File: config.mk
export PLATFORM = sky130hd
export DESIGN_NAME = apb_arbiter2
export DESIGN_NICKNAME = d
export VERILOG_FILES = /design/src/rtl/apb_arb_pkg.sv /design/src/rtl/apb_arb_rr2.sv /design/src/rtl/apb_arbiter2.sv
export SDC_FILE = /design/constraint.sdc
export NUM_CORES = 1
export LEC_CHECK = 0
export ABC_CLOCK_PERIOD_IN_PS = 4100
export BUFFER_PORTS_ARGS = -buffer_cell sky130_fd_sc_hd__buf_2
export CAP_MARGIN = 20
export CORE_AREA = 2 2 119 121
export CTS_BUF_LIST = sky130_fd_sc_hd__clkbuf_8
export DETAILED_ROUTE_END_ITERATION = 8
export DIE_AREA = 0 0 121 123
export GPL_TIMING_DRIVEN = 1
export MAX_ROUTING_LAYER = met4
export PLACE_DENSITY_LB_ADDON = 0.3
export SYNTH_ARGS = -nofsm -noshare
export SYNTH_HDL_FRONTEND = slang
export SYNTH_SLANG_ARGS = --single-unit
File: constraint.sdc
create_clock -name clk -period 4.1 [get_ports clk]
set_input_delay 0.41 -clock clk [delete_from_list [all_inputs] [get_ports clk]]
set_output_delay 0.41 -clock clk [all_outputs]
set_load 0.01 [all_outputs]
File: src/rtl/apb_arb_pkg.sv
// apb_arbiter2 shared types: arbiter FSM states and the
// read data returned on a timed-out slave access.
package apb_arb_pkg;

    typedef enum logic [1:0] {
        IDLE,
        SETUP,
        ACCESS,
        RESP
    } arb_state_e;

    localparam logic [31:0] TIMEOUT_RDATA = 32'hDEADBEEF;

endpackage

File: src/rtl/apb_arb_rr2.sv
// Two-way round-robin picker: a lone requester wins,
// a tie goes to the master that was not granted last.
module apb_arb_rr2 (
    input  logic [1:0] req,
    input  logic       last,
    output logic       gnt_idx,
    output logic       gnt_vld
);

    // Pick the winner from the request pair and last grant
    always_comb begin
        gnt_vld = |req;
        gnt_idx = 1'b0;
        case (req)
            2'b01:   gnt_idx = 1'b0;
            2'b10:   gnt_idx = 1'b1;
            2'b11:   gnt_idx = ~last;
            default: gnt_idx = 1'b0;
        endcase
    end

endmodule

File: src/rtl/apb_arbiter2.sv
// Two-master APB3 arbiter: round-robin grant, re-timed slave transfer.
// Optional ACCESS timeout enabled by defining APB_ARB_TIMEOUT_EN.
module apb_arbiter2
    import apb_arb_pkg::*;
#(
    parameter int ADDR_W      = 32,
    parameter int DATA_W      = 32,
    parameter int TIMEOUT_CYC = 255
) (
    input  logic              clk,
    input  logic              reset_n,
    input  logic              m0_psel,
    input  logic              m0_penable,
    input  logic              m0_pwrite,
    input  logic [ADDR_W-1:0] m0_paddr,
    input  logic [DATA_W-1:0] m0_pwdata,
    output logic [DATA_W-1:0] m0_prdata,
    output logic              m0_pready,
    output logic              m0_pslverr,
    input  logic              m1_psel,
    input  logic              m1_penable,
    input  logic              m1_pwrite,
    input  logic [ADDR_W-1:0] m1_paddr,
    input  logic [DATA_W-1:0] m1_pwdata,
    output logic [DATA_W-1:0] m1_prdata,
    output logic              m1_pready,
    output logic              m1_pslverr,
    output logic              s_psel,
    output logic              s_penable,
    output logic              s_pwrite,
    output logic [ADDR_W-1:0] s_paddr,
    output logic [DATA_W-1:0] s_pwdata,
    input  logic [DATA_W-1:0] s_prdata,
    input  logic              s_pready,
    input  logic              s_pslverr
);

    arb_state_e        state_q, state_d;
    logic              last_q, last_d;
    logic              gnt_q, gnt_d;
    logic              psel_q, psel_d;
    logic              penable_q, penable_d;
    logic              pwrite_q, pwrite_d;
    logic [ADDR_W-1:0] paddr_q, paddr_d;
    logic [DATA_W-1:0] pwdata_q, pwdata_d;
    logic [DATA_W-1:0] rdata_q, rdata_d;
    logic              err_q, err_d;
    logic              rsp_q, rsp_d;

    logic              rr_idx;
    logic              rr_vld;

    // Masters' penable is not needed: psel alone marks a request
    logic              penable_unused;
    assign penable_unused = m0_penable | m1_penable;

`ifdef APB_ARB_TIMEOUT_EN
    localparam int CNT_W = $clog2(TIMEOUT_CYC + 1);
    localparam logic [CNT_W-1:0] CNT_MAX = CNT_W'(TIMEOUT_CYC);
    logic [CNT_W-1:0] cnt_q, cnt_d;
`else
    logic [31:0] tmo_unused;
    assign tmo_unused = 32'(TIMEOUT_CYC);
`endif

    apb_arb_rr2 u_rr (
        .req     ({m1_psel, m0_psel}),
        .last    (last_q),
        .gnt_idx (rr_idx),
        .gnt_vld (rr_vld)
    );

    // Next-state, slave-side controls and response capture
    always_comb begin
        state_d   = state_q;
        last_d    = last_q;
        gnt_d     = gnt_q;
        psel_d    = 1'b0;
        penable_d = 1'b0;
        pwrite_d  = pwrite_q;
        paddr_d   = paddr_q;
        pwdata_d  = pwdata_q;
        rdata_d   = rdata_q;
        err_d     = err_q;
        rsp_d     = 1'b0;
`ifdef APB_ARB_TIMEOUT_EN
        cnt_d     = cnt_q;
`endif
        case (state_q)
            IDLE: begin
                if (rr_vld) begin
                    state_d  = SETUP;
                    gnt_d    = rr_idx;
                    last_d   = rr_idx;
                    psel_d   = 1'b1;
                    pwrite_d = rr_idx ? m1_pwrite : m0_pwrite;
                    paddr_d  = rr_idx ? m1_paddr  : m0_paddr;
                    pwdata_d = rr_idx ? m1_pwdata : m0_pwdata;
                end
            end
            SETUP: begin
                state_d   = ACCESS;
                psel_d    = 1'b1;
                penable_d = 1'b1;
`ifdef APB_ARB_TIMEOUT_EN
                cnt_d     = '0;
`endif
            end
            ACCESS: begin
                if (s_pready) begin
                    state_d = RESP;
                    rsp_d   = 1'b1;
                    err_d   = s_pslverr;
                    if (!pwrite_q) begin
                        rdata_d = s_prdata;
                    end
                end
`ifdef APB_ARB_TIMEOUT_EN
                else if (cnt_q == CNT_MAX) begin
                    state_d = RESP;
                    rsp_d   = 1'b1;
                    err_d   = 1'b1;
                    rdata_d = DATA_W'(TIMEOUT_RDATA);
                end
`endif
                else begin
                    psel_d    = 1'b1;
                    penable_d = 1'b1;
`ifdef APB_ARB_TIMEOUT_EN
                    cnt_d     = cnt_q + CNT_W'(1);
`endif
                end
            end
            RESP: begin
                state_d = IDLE;
            end
            default: begin
                state_d = IDLE;
            end
        endcase
    end

    // State and output registers; reset abandons any transfer
    always_ff @(posedge clk or negedge reset_n) begin
        if (!reset_n) begin
            state_q   <= IDLE;
            last_q    <= 1'b1;
            gnt_q     <= 1'b0;
            psel_q    <= 1'b0;
            penable_q <= 1'b0;
            pwrite_q  <= 1'b0;
            paddr_q   <= '0;
            pwdata_q  <= '0;
            rdata_q   <= '0;
            err_q     <= 1'b0;
            rsp_q     <= 1'b0;
        end else begin
            state_q   <= state_d;
            last_q    <= last_d;
            gnt_q     <= gnt_d;
            psel_q    <= psel_d;
            penable_q <= penable_d;
            pwrite_q  <= pwrite_d;
            paddr_q   <= paddr_d;
            pwdata_q  <= pwdata_d;
            rdata_q   <= rdata_d;
            err_q     <= err_d;
            rsp_q     <= rsp_d;
        end
    end

`ifdef APB_ARB_TIMEOUT_EN
    // ACCESS wait counter
    always_ff @(posedge clk or negedge reset_n) begin
        if (!reset_n) begin
            cnt_q <= '0;
        end else begin
            cnt_q <= cnt_d;
        end
    end
`endif

    assign s_psel     = psel_q;
    assign s_penable  = penable_q;
    assign s_pwrite   = pwrite_q;
    assign s_paddr    = paddr_q;
    assign s_pwdata   = pwdata_q;

    assign m0_prdata  = rdata_q;
    assign m1_prdata  = rdata_q;
    assign m0_pready  = rsp_q & ~gnt_q;
    assign m1_pready  = rsp_q &  gnt_q;
    assign m0_pslverr = rsp_q & ~gnt_q & err_q;
    assign m1_pslverr = rsp_q &  gnt_q & err_q;

endmodule

==> results.sh <==
export IMPL_post_cts_resized=0
export IMPL_worst_skew_ns=0.0142
export IMPL_peakVddDrop_mv=0.271
export IMPL_synth_edff_count=0
export IMPL_endpoint_kind="flop"
export IMPL_worst_endpoint_required_ns=4.41
export IMPL_place_detailed_instances=916
export IMPL_comb_power_share=0.496
export IMPL_tightest_slew_ns=1.02
export IMPL_cts_reportedPaths_clkPinSlew_ns=0.11
export IMPL_critical_path_reg2reg_endpoint="s_paddr[25]$_DFFE_PN0P_"
export IMPL_die_y_um=123
export IMPL_crit_type="flop to flop"
export IMPL_cts_root_buf="sky130_fd_sc_hd__clkbuf_8"
export IMPL_detail_route_wl_per_cell_um=15.1
export IMPL_first_global_vias=4376
export IMPL_initial_core_utilization=0.377
export IMPL_area_contributors_post_synth="sky130_fd_sc_hd__dfrtp_1, sky130_fd_sc_hd__a21oi_2, sky130_fd_sc_hd__mux2_1"
export IMPL_drive_gt1_frac=0.550
export IMPL_cts_buffers=9
export IMPL_post_synth_inst_count=491
export IMPL_relSlewSlack=0.317
export IMPL_yosysUniqueCellTypes=28
export IMPL_syn2layout_area_growth_pct=30.5
export IMPL_maxCapViolations=0
export IMPL_number_of_antenna_violations_at_the_first_check_in_global_routing=0
export IMPL_timing_hold_worst_path_depth=2
export IMPL_setup_repair_after_global_routing_missed_its_margin="false"
export IMPL_num_rows=43
export IMPL_yosysTopAreaCellShare=0.508
export IMPL_share_clk_of_total_power=0.126
export IMPL_net_switching_fraction_of_the_power=0.423
export IMPL_drt_first_pass_iters=4
export IMPL_antenna_cells=0
export IMPL_finalWirelength_mm=14.1
export IMPL_synth_avg_cell_area_um2=10.4
export IMPL_power_per_cell_area_nw_per_um2=740
export IMPL_gr_usage_met2=0.343
export IMPL_finalNonFillerCells=933
export IMPL_grtUsageMet3=0.0406
export IMPL_power_frac_seq=0.378
export IMPL_crit_fanout=35
export IMPL_syn_area_um2=5130
export IMPL_finalNetCount=923
export IMPL_busiest_layer="met2"
export IMPL_ff2ff_setup_slack_ns=1.77
export IMPL_clock_insertion_delay_worst_skew_ns=0.37
export IMPL_post_cts_hold_buffer_count=1
export IMPL_finalWorstPathRequiredPeriod_ns=2.33
export IMPL_design_die_area_um2=14900
export IMPL_grt_met1_usage=0.217
export IMPL_hold_path_class="primary input to flop"
export IMPL_achievable_frequency_mhz=428
export IMPL_clk_path_buf_depth=2
export IMPL_grt_overflow_total=0
export IMPL_drt_drc_violations_left=0
export IMPL_largest_net_degree_at_the_start_of_global_routing=53
export IMPL_worst_ep_arrival_time_ns=2.64
export IMPL_syn_num_nets=666
export IMPL_ioPinCount=305
export IMPL_leakagePower_uw=0.00333
export IMPL_final_min_period_over_clock_period=0.569
export IMPL_routabilityCongestion=0.777
export IMPL_post_dp_hpwl_mm=10.5
export IMPL_floorplan_die_width_um=121
export IMPL_hold_path_startpoint="s_prdata[2]"
export IMPL_fin_tns_setup_ns=0
export IMPL_placeableCoreArea_um2=13600
export IMPL_initialDrtViolationCount=162
export IMPL_setup_viol=0
export IMPL_tritoncts_clock_tree="built"
export IMPL_timing_critical_path_from="state_q[0]$_DFFE_PN0P_"
export IMPL_grt_use_total=0.191
export IMPL_ff2ff_path_depth=6
export IMPL_htree_levels=3
export IMPL_yosys_area_top_type="sky130_fd_sc_hd__dfrtp_1"
export IMPL_internal_power_uw=2860
export IMPL_switchingPower_uw=2090
export IMPL_cts_repair_timing_setup_buffer_count=0
export IMPL_ys_dominant_reg_cell="sky130_fd_sc_hd__dfrtp_1"
export IMPL_timing_final_max_slew_violations=0
export IMPL_hold_viol=0
export IMPL_sinks_on_the_clock_net=105
export IMPL_dr_total_vias=4431
export IMPL_postSynthRegisterBits=105
export IMPL_synth_seq_area_share=0.513
export IMPL_status="finished clean"
export IMPL_drt_vias_per_instance=4.75
export IMPL_whs_endpoint="m0_prdata[2]$_DFFE_PN0P_"
export IMPL_yosysWarningCount=0
export IMPL_first_pass_grt_wire_length_mm=21.5
export IMPL_place_port_buffers=302
export IMPL_timing_critical_path_from_type="flop"
export IMPL_timing_rr_start="state_q[0]$_DFFE_PN0P_"
export IMPL_final_antenna_net_count=0
export IMPL_async_flop_share=1.00
-- logic make-up (layout without fill, tap and decap cells) --
kind of cell | count (synthesis) | in the layout | share of synthesized area
adders and majority gates | 5 | 5 | 0.0122
AOI/OAI and AO/OA | 139 | 139 | 0.200
DFF | 105 | 105 | 0.513
and+or+nand+nor | 142 | 142 | 0.108
buffers and inverters | 66 | 328 | 0.0925
muxes | 34 | 34 | 0.0747
-- layer usage --
layer / vias to the layer above / wire length, um
met3: 9 / 966
li1: 2119 / -
met2: 200 / 7340
met1: 2103 / 5690
met4: 0 / 141
met5: - / 0
-- Yosys cell counts, types with 2 or more instances --
cell type	instances
sky130_fd_sc_hd__a21oi_1	52
sky130_fd_sc_hd__a21oi_2	80
sky130_fd_sc_hd__buf_2	19
sky130_fd_sc_hd__buf_4	34
sky130_fd_sc_hd__buf_6	4
sky130_fd_sc_hd__buf_8	4
sky130_fd_sc_hd__clkbuf_1	3
sky130_fd_sc_hd__dfrtp_1	104
sky130_fd_sc_hd__ha_1	5
sky130_fd_sc_hd__inv_1	2
sky130_fd_sc_hd__mux2_1	31
sky130_fd_sc_hd__mux2_2	3
sky130_fd_sc_hd__nand2_1	66
sky130_fd_sc_hd__nor2_1	68
sky130_fd_sc_hd__nor2b_1	3
-- state kept, by name (all words and copies together) (netlist names) --
register	count
m0_prdata	32
s_paddr	32
s_pwdata	32
state_q	2
err_q	1
gnt_q	1
last_q	1
rsp_q	1
s_penable	1
s_psel	1
s_pwrite	1
-- placed cells by master (no fill, tap or decap), drive strengths merged --
cell	instances
o32a	1
clkinv	3
a22o	1
nor3b	1
o21ai	1
nand2b	1
ha	5
and2	2
o21a	1
and3	1
a21oi	132
buf	309
a21bo	1
nor2b	3
nand2	66
mux2	34
clkinvlp	1
a31oi	1
a21boi	1
dfrtp	104
nor2	68
dlygate4sd3	1
clkbuf	10
inv	4
dfstp	1
-- power by group through the flow --
stage          combinational [uW]  sequential, uW  clock [uW]
2_1_floorplan                1480            2110           0
3_3_place_gp                 2450            1860           0
3_5_place_dp                 2510            1900           0
4_1_cts                      2510            1880         657
5_1_grt                      2720            1940         700
6_report                     2460            1870         622
-- critical path, cell delays in order, from the launching register on --
cell and delay [ns]:
sky130_fd_sc_hd__dfrtp_1 0.43, sky130_fd_sc_hd__inv_1 0.12, sky130_fd_sc_hd__ha_1 0.31, sky130_fd_sc_hd__o21a_2 0.70, sky130_fd_sc_hd__buf_4 0.46, sky130_fd_sc_hd__nor2_1 0.10, sky130_fd_sc_hd__a21oi_2 0.12
-- worst max-delay path by stage --
| stage | end | depth (start not counted) |
|---|---|---|
| detailed placement | s_paddr[25]$_DFFE_PN0P_ | 6 |
| finish | s_paddr[25]$_DFFE_PN0P_ | 6 |
| global placement | s_pwdata[9]$_DFFE_PN0P_ | 6 |
| global route | s_pwdata[31]$_DFFE_PN0P_ | 6 |
| floorplan | m0_prdata[10]$_DFFE_PN0P_ | 7 |
| CTS | s_paddr[25]$_DFFE_PN0P_ | 6 |
-- cell type report --
type | instances | area (um^2)
clock buffer | 10 | 138
multi-input combinational | 320 | 2040
inverter | 2 | 7.51
timing repair buffer | 310 | 1600
fill | 1301 | 6920
clock inverter | 6 | 51.3
sequential | 105 | 2630
tap | 180 | 225
-- metrics by stage --
| stage | hold WS (ns) | setup slack, ns | cell area, um^2 | total power [uW] | utilization |
|---|---|---|---|---|---|
| 2_1_floorplan | 0.114 | 2.46 | 5130 | 3590 | - |
| 3_3_place_gp | 0.228 | 1.84 | 6490 | 4300 | 0.477 |
| 3_5_place_dp | 0.230 | 1.73 | 6490 | 4400 | 0.477 |
| 4_1_cts | 0.203 | 1.67 | 6690 | 5050 | 0.492 |
| 5_1_grt | 0.204 | 1.52 | 6690 | 5360 | 0.492 |
| 6_report | 0.238 | 1.77 | 6690 | 4950 | 0.492 |
Note: power is estimated with default switching activity, not from simulation.
